[src/rtl/pn_pkg.sv]
`default_nettype none
// +----------------------------------------------------------------------+
// | pn_pkg : shared PN constants, LFSR step function and FSM encoding     |
// | Rev 1.0                                                               |
// +----------------------------------------------------------------------+
package pn_pkg;

  localparam int                   PN_WIDTH  = 12;
  localparam int                   PN_PERIOD = 4095;
  localparam logic [PN_WIDTH-1:0]  PN_TAPS   = 12'h053;
  localparam logic [PN_WIDTH-1:0]  PN_SEED   = 12'h001;

  typedef enum logic [1:0] {
    SEARCH = 2'd0,
    ALIGN  = 2'd1,
    TRACK  = 2'd2
  } pn_fsm_e;

  // Output is state[MSB]; the x^k tap reads the stage holding the chip k steps after it.
  function automatic logic [PN_WIDTH-1:0] pn_next(input logic [PN_WIDTH-1:0] s);
    logic fb;
    fb = 1'b0;
    for (int i = 0; i < PN_WIDTH; i++) begin
      fb = fb ^ (s[PN_WIDTH-1-i] & PN_TAPS[i]);
    end
    return {s[PN_WIDTH-2:0], fb};
  endfunction

endpackage
`default_nettype wire

[src/rtl/pn_lfsr.sv]
`default_nettype none
// +----------------------------------------------------------------------+
// | pn_lfsr : 12-bit Fibonacci PN generator core shared with the spreader |
// | Rev 1.0                                                               |
// +----------------------------------------------------------------------+
module pn_lfsr
  import pn_pkg::*;
#(
  parameter logic [PN_WIDTH-1:0] SEED = PN_SEED
) (
  input  logic                clk,
  input  logic                rst_n,
  input  logic                advance,
  output logic [PN_WIDTH-1:0] state,
  output logic                chip,
  output logic                roll
);

  logic [PN_WIDTH-1:0] state_nxt;

  assign state_nxt = pn_next(state);
  assign chip      = state[PN_WIDTH-1];

  // roll is registered alongside the state so it never glitches
  always_ff @(posedge clk or negedge rst_n) begin
    if (!rst_n) begin
      state <= SEED;
      roll  <= 1'b1;
    end else if (advance) begin
      state <= state_nxt;
      roll  <= (state_nxt == SEED);
    end
  end

endmodule
`default_nettype wire

[src/rtl/pn_despreader.sv]
`default_nettype none
// +----------------------------------------------------------------------+
// | pn_despreader : serial-search PN acquisition, tracking and despread   |
// | Rev 1.0                                                               |
// +----------------------------------------------------------------------+
module pn_despreader
  import pn_pkg::*;
#(
  parameter int                  ACQ_LEN     = 64,
  parameter int                  ACQ_THRESH  = 56,
  parameter int                  LOSS_THRESH = 3072,
  parameter logic [PN_WIDTH-1:0] SEED        = PN_SEED
) (
  input  logic                clk,
  input  logic                rst_n,
  input  logic                rx_chip,
  input  logic                rx_valid,
  output logic                data_out,
  output logic                data_valid,
  output logic                locked,
  output logic                pn_roll,
  output logic [PN_WIDTH-1:0] state,
  output logic [PN_WIDTH-1:0] corr
);

  localparam int                   WW       = $clog2(ACQ_LEN) + 1;
  localparam logic [WW-1:0]        WIN_LAST = WW'(ACQ_LEN - 1);
  localparam logic [WW-1:0]        WIN_HI   = WW'(ACQ_THRESH);
  localparam logic [WW-1:0]        WIN_LO   = WW'(ACQ_LEN - ACQ_THRESH);
  localparam logic [PN_WIDTH-1:0]  PER_LAST = PN_WIDTH'(PN_PERIOD - 1);
  localparam logic [PN_WIDTH-1:0]  LOSS_HI  = PN_WIDTH'(LOSS_THRESH);
  localparam logic [PN_WIDTH-1:0]  LOSS_LO  = PN_WIDTH'(PN_PERIOD - LOSS_THRESH);
  localparam logic [PN_WIDTH-1:0]  HALF     = PN_WIDTH'((PN_PERIOD + 1) / 2);

  pn_fsm_e             fsm, fsm_next;
  logic                local_chip, agree, advance;
  logic                slip_pend, slip_take;
  logic                win_step, win_end, win_hit;
  logic                per_start, per_step, per_end, per_lost;
  logic [WW-1:0]       win_cnt, win_agree, win_total;
  logic [PN_WIDTH-1:0] per_cnt, per_agree, per_total;

  pn_lfsr #(.SEED(SEED)) u_lfsr (
    .clk     (clk),
    .rst_n   (rst_n),
    .advance (advance),
    .state   (state),
    .chip    (local_chip),
    .roll    (pn_roll)
  );

  assign agree     = ~(rx_chip ^ local_chip);
  assign win_total = win_agree + {{(WW-1){1'b0}}, agree};
  assign win_end   = (win_cnt == WIN_LAST);
  // Either polarity of a strong window counts: a data '1' inverts every chip
  assign win_hit   = (win_total >= WIN_HI) || (win_total <= WIN_LO);
  assign per_total = per_agree + {{(PN_WIDTH-1){1'b0}}, agree};
  assign per_end   = (per_cnt == PER_LAST);
  assign per_lost  = (per_total < LOSS_HI) && (per_total > LOSS_LO);

  always_ff @(posedge clk or negedge rst_n) begin
    if (!rst_n) fsm <= SEARCH;
    else        fsm <= fsm_next;
  end

  always_comb begin
    fsm_next = fsm;
    case (fsm)
      SEARCH:  if (rx_valid && !slip_pend && win_end && win_hit) fsm_next = ALIGN;
      ALIGN:   if (rx_valid && pn_roll)                         fsm_next = TRACK;
      TRACK:   if (rx_valid && per_end && per_lost)             fsm_next = SEARCH;
      default: fsm_next = SEARCH;
    endcase
  end

  always_comb begin
    advance   = 1'b0;
    slip_take = 1'b0;
    win_step  = 1'b0;
    per_start = 1'b0;
    per_step  = 1'b0;
    case (fsm)
      SEARCH: begin
        slip_take = rx_valid && slip_pend;
        win_step  = rx_valid && !slip_pend;
        advance   = win_step;
      end
      ALIGN: begin
        advance   = rx_valid;
        per_start = rx_valid && pn_roll;
      end
      TRACK: begin
        advance   = rx_valid;
        per_step  = rx_valid;
      end
      default: ;
    endcase
  end

  always_ff @(posedge clk or negedge rst_n) begin
    if (!rst_n) begin
      slip_pend  <= 1'b0;
      win_cnt    <= '0;
      win_agree  <= '0;
      per_cnt    <= '0;
      per_agree  <= '0;
      corr       <= '0;
      data_out   <= 1'b0;
      data_valid <= 1'b0;
      locked     <= 1'b0;
    end else begin
      data_valid <= 1'b0;
      locked     <= (fsm_next == TRACK);
      if (slip_take) slip_pend <= 1'b0;
      if (win_step) begin
        if (win_end) begin
          win_cnt   <= '0;
          win_agree <= '0;
          slip_pend <= !win_hit;
        end else begin
          win_cnt   <= win_cnt + WW'(1);
          win_agree <= win_total;
        end
      end
      // The SEED chip itself is the first chip of the period
      if (per_start) begin
        per_cnt   <= PN_WIDTH'(1);
        per_agree <= {{(PN_WIDTH-1){1'b0}}, agree};
      end
      if (per_step) begin
        if (per_end) begin
          per_cnt   <= '0;
          per_agree <= '0;
          corr      <= per_total;
          if (!per_lost) begin
            data_out   <= (per_total < HALF);
            data_valid <= 1'b1;
          end
        end else begin
          per_cnt   <= per_cnt + PN_WIDTH'(1);
          per_agree <= per_total;
        end
      end
    end
  end

endmodule
`default_nettype wire

[config.mk]
export PLATFORM = sky130hd
export DESIGN_NAME = pn_despreader
export DESIGN_NICKNAME = d
export VERILOG_FILES = /design/src/rtl/pn_pkg.sv /design/src/rtl/pn_lfsr.sv /design/src/rtl/pn_despreader.sv
export SDC_FILE = /design/constraint.sdc
export NUM_CORES = 1
export LEC_CHECK = 0
export ABC_AREA = 1
export BUFFER_PORTS_ARGS = -buffer_cell sky130_fd_sc_hd__buf_2
export CORE_ASPECT_RATIO = 0.9
export CORE_MARGIN = 2
export CORE_UTILIZATION = 52
export DETAILED_ROUTE_END_ITERATION = 10
export GPL_ROUTABILITY_DRIVEN = 0
export GPL_TIMING_DRIVEN = 0
export PLACE_DENSITY = 0.71
export SKIP_CTS_REPAIR_TIMING = 1
export SYNTH_ARGS = -nofsm -noshare
export SYNTH_HDL_FRONTEND = slang
export SYNTH_SLANG_ARGS = --single-unit
[constraint.sdc]
create_clock -name clk -period 2.3 [get_ports clk]
set_input_delay 0.46 -clock clk [delete_from_list [all_inputs] [get_ports clk]]
set_output_delay 0.46 -clock clk [all_outputs]
set_load 0.05 [all_outputs]
==> impl_metrics.tcl <==
set metrics [dict create \
    pre_cts_slack_ns -0.3209 \
    start_util 0.5447 \
    wl_per_cell_um 12.73 \
    total_power_w 0.003514 \
    r2r_setup_slack_ns 0.17 \
    synth_area_leaders "dfrtp_1 (46%), nand2_1 (11%), inv_1 (5.0%), o21ai_0 (4.1%), ha_1 (3.8%)" \
    clock_path_buffers 2 \
    synth.most_common_cell "nand2_1" \
    min_period_ns 2.129 \
    synth_edf_count 0 \
    reg2reg_to "locked$_DFF_PN0_" \
    grt_pass1_vias 2743 \
    grt_pass1_wl_mm 12.46 \
    antenna_cells 0 \
    cp-end-kind "flop" \
    detail_route.vias_per_cell 5.080 \
    drt_iter0_drc 122 \
    grt_max_degree 70 \
    antenna_found_initial 0 \
    yosysSeqAreaShare 0.4769 \
    period_share 0.9257 \
    area_delta_synth_final_pct 16.74 \
    layout_setup_ws_ns 0.1709 \
    crit_fanout 4 \
    num_io_pins 32 \
    syn-mean-instance-area_um2 8.433 \
    synth_area_leader_cell "dfrtp_1" \
    irDropWorstVdd_mv 0.5813 \
    slew_headroom 0.4219 \
    finalSetupViolations 0 \
    max_slew.worst_pin.slew_ns 0.8671 \
    hold_viol_final 0 \
    port_buffers 31 \
    drt_wl_total_mm 7.332 \
    netlist_area_um2 3626 \
    synthArstFlopShare 1.000 \
    drive_above_1_share 0.2366 \
    yosysTopAreaCellShare 0.4624 \
    cts_max_level 3 \
    min_path_type "in2async" \
    die_x_um 92.02 \
    rr_worst_depth 14 \
    die_area_um2 7658 \
    cp.required_ns 2.58 \
    dp_hpwl_mm 5.126 \
    maxCapViolCount 0 \
    syn-num-nets 445 \
    power.density_nw_per_um2 830.1 \
    leakagePower_nw 2.211 \
    drv_slew 0 \
    ys_types 30 \
    critical_path_class "reg2reg" \
    firstDrtPassIters 4 \
    grt_overflow 0 \
    drc 0 \
    core_um2 6656 \
    yosysWarnings 0 \
    ant_nets 0 \
    clk_pin_slew_ns 0.07 \
    synthFlopType "dfrtp_1" \
    worst_setup_path_start_kind "flop" \
    chipHeight_um 83.22 \
    track_usage 0.2015 \
    clock_latency_ns 0.35 \
    arrival_ns 2.41 \
    vias 2926 \
    rows 28 \
    r2r_start "u_lfsr.state[11]$_DFFE_PN0P_" \
    cts_tree "built" \
    cts_inserted_buffers 9 \
    cts.sinks 69 \
    synthCells 430 \
    clockRootBuffer "clkbuf_8" \
    fin_worst_skew_ns 0.006941 \
    status "finished clean" \
    fmax_ghz 0.4697 \
    nets 496 \
    synth-seq-cells 69 \
    synth_common_cells "nand2_1 (106), dfrtp_1 (67), inv_1 (48), o21ai_0 (30), nor2_1 (23)" \
]
kinds of logic (layout without fill, tap and decap cells):
family                     Yosys count  count (layout)  synth area share
DFF                                 69              69            0.4769
AOI/OAI and AO/OA                   77              77            0.1215
buffers and inverters               73             129           0.09316
adders and majority gates           11              11           0.03796
xor gates and xnor gates            18              18           0.04348
and+or+nand+nor                    182             182            0.2271
sequential cells by signal, indices dropped and copies added, names as in the netlist:
signal        cells
corr             12
data_out          1
data_valid        1
fsm               2
locked            1
per_agree        12
per_cnt          12
slip_pend         1
u_lfsr.roll       1
u_lfsr.state     12
win_agree         7
win_cnt           7
routing by layer:
layer | vias to the layer above | global-route usage | part of all wire
met2 | 47 | 0.3128 | 0.47
met1 | 1386 | 0.2773 | 0.49
met4 | 0 | 0.05563 | 0.0094
met3 | 6 | 0.05898 | 0.034
li1 | 1487 | - | -
met5 | - | 0 | 0
power breakdown:
part           leakage, nW  internal (W)  switching, W
clock               0.0959      0.000532      0.000471
combinational         1.27      0.000378      0.000582
sequential           0.844       0.00138      0.000174
per-stage QoR:
step | cell area (um2) | setup TNS (ns) | instances | util | hold WS [ns]
2_1_floorplan | 3626 | 0 | 430 | - | 0.1644
3_3_place_gp | 3894 | -0.7738 | 551 | 0.5850 | 0.4500
3_5_place_dp | 3896 | -0.9934 | 551 | 0.5853 | 0.4595
4_1_cts | 4096 | -0.5458 | 567 | 0.6154 | 0.2573
5_1_grt | 4233 | -0.01718 | 576 | 0.6359 | 0.2953
6_report | 4233 | 0 | 576 | 0.6359 | 0.2133
cells in the final DEF (no fill, tap or decap), types with 11 or more instances in the layout:
master / instances
buf_4: 24
a21oi_1: 15
nand2_1: 105
o21ai_0: 30
nor2_1: 23
inv_1: 48
xor2_1: 11
o21ai_1: 11
dfrtp_1: 66
buf_2: 33
nand3_1: 17
o22ai_1: 15
cell type report:
cell class                      instances  area (um2)
Sequential cell                        69        1730
Timing Repair Buffer                   40       225.2
Multi-Input combinational cell        288        1627
Tap cell                               90       112.6
Inverter                               54       202.7
Buffer                                 19       135.1
Clock inverter                          5       58.81
Fill cell                             583        2424
Clock buffer                           11       141.4
worst max-delay path, stage by stage (launching register included):
cell     delay [ns]
dfrtp_2        0.42
xnor2_2        0.15
buf_4          0.15
ha_4           0.14
ha_4           0.15
nand2_1        0.07
nor2_1         0.13
nand2_1        0.10
xor2_2         0.20
nand3_2        0.11
nand2_2        0.10
nand2_1        0.06
nand3_1        0.09
nand2_2        0.07
nor2_2         0.13
worst max-delay path by stage:
stage	slack, ns	depth (start not counted)	end	from
2_1_floorplan	0.27	13	locked$_DFF_PN0_	rx_chip
3_3_place_gp	-0.28	14	locked$_DFF_PN0_	rx_chip
3_5_place_dp	-0.32	14	locked$_DFF_PN0_	rx_chip
4_1_cts	-0.23	13	locked$_DFF_PN0_	u_lfsr.state[11]$_DFFE_PN0P_
5_1_grt	-0.02	14	locked$_DFF_PN0_	u_lfsr.state[11]$_DFFE_PN0P_
6_report	0.17	14	locked$_DFF_PN0_	u_lfsr.state[11]$_DFFE_PN0P_
Note: power is estimated with default switching activity, not from simulation.
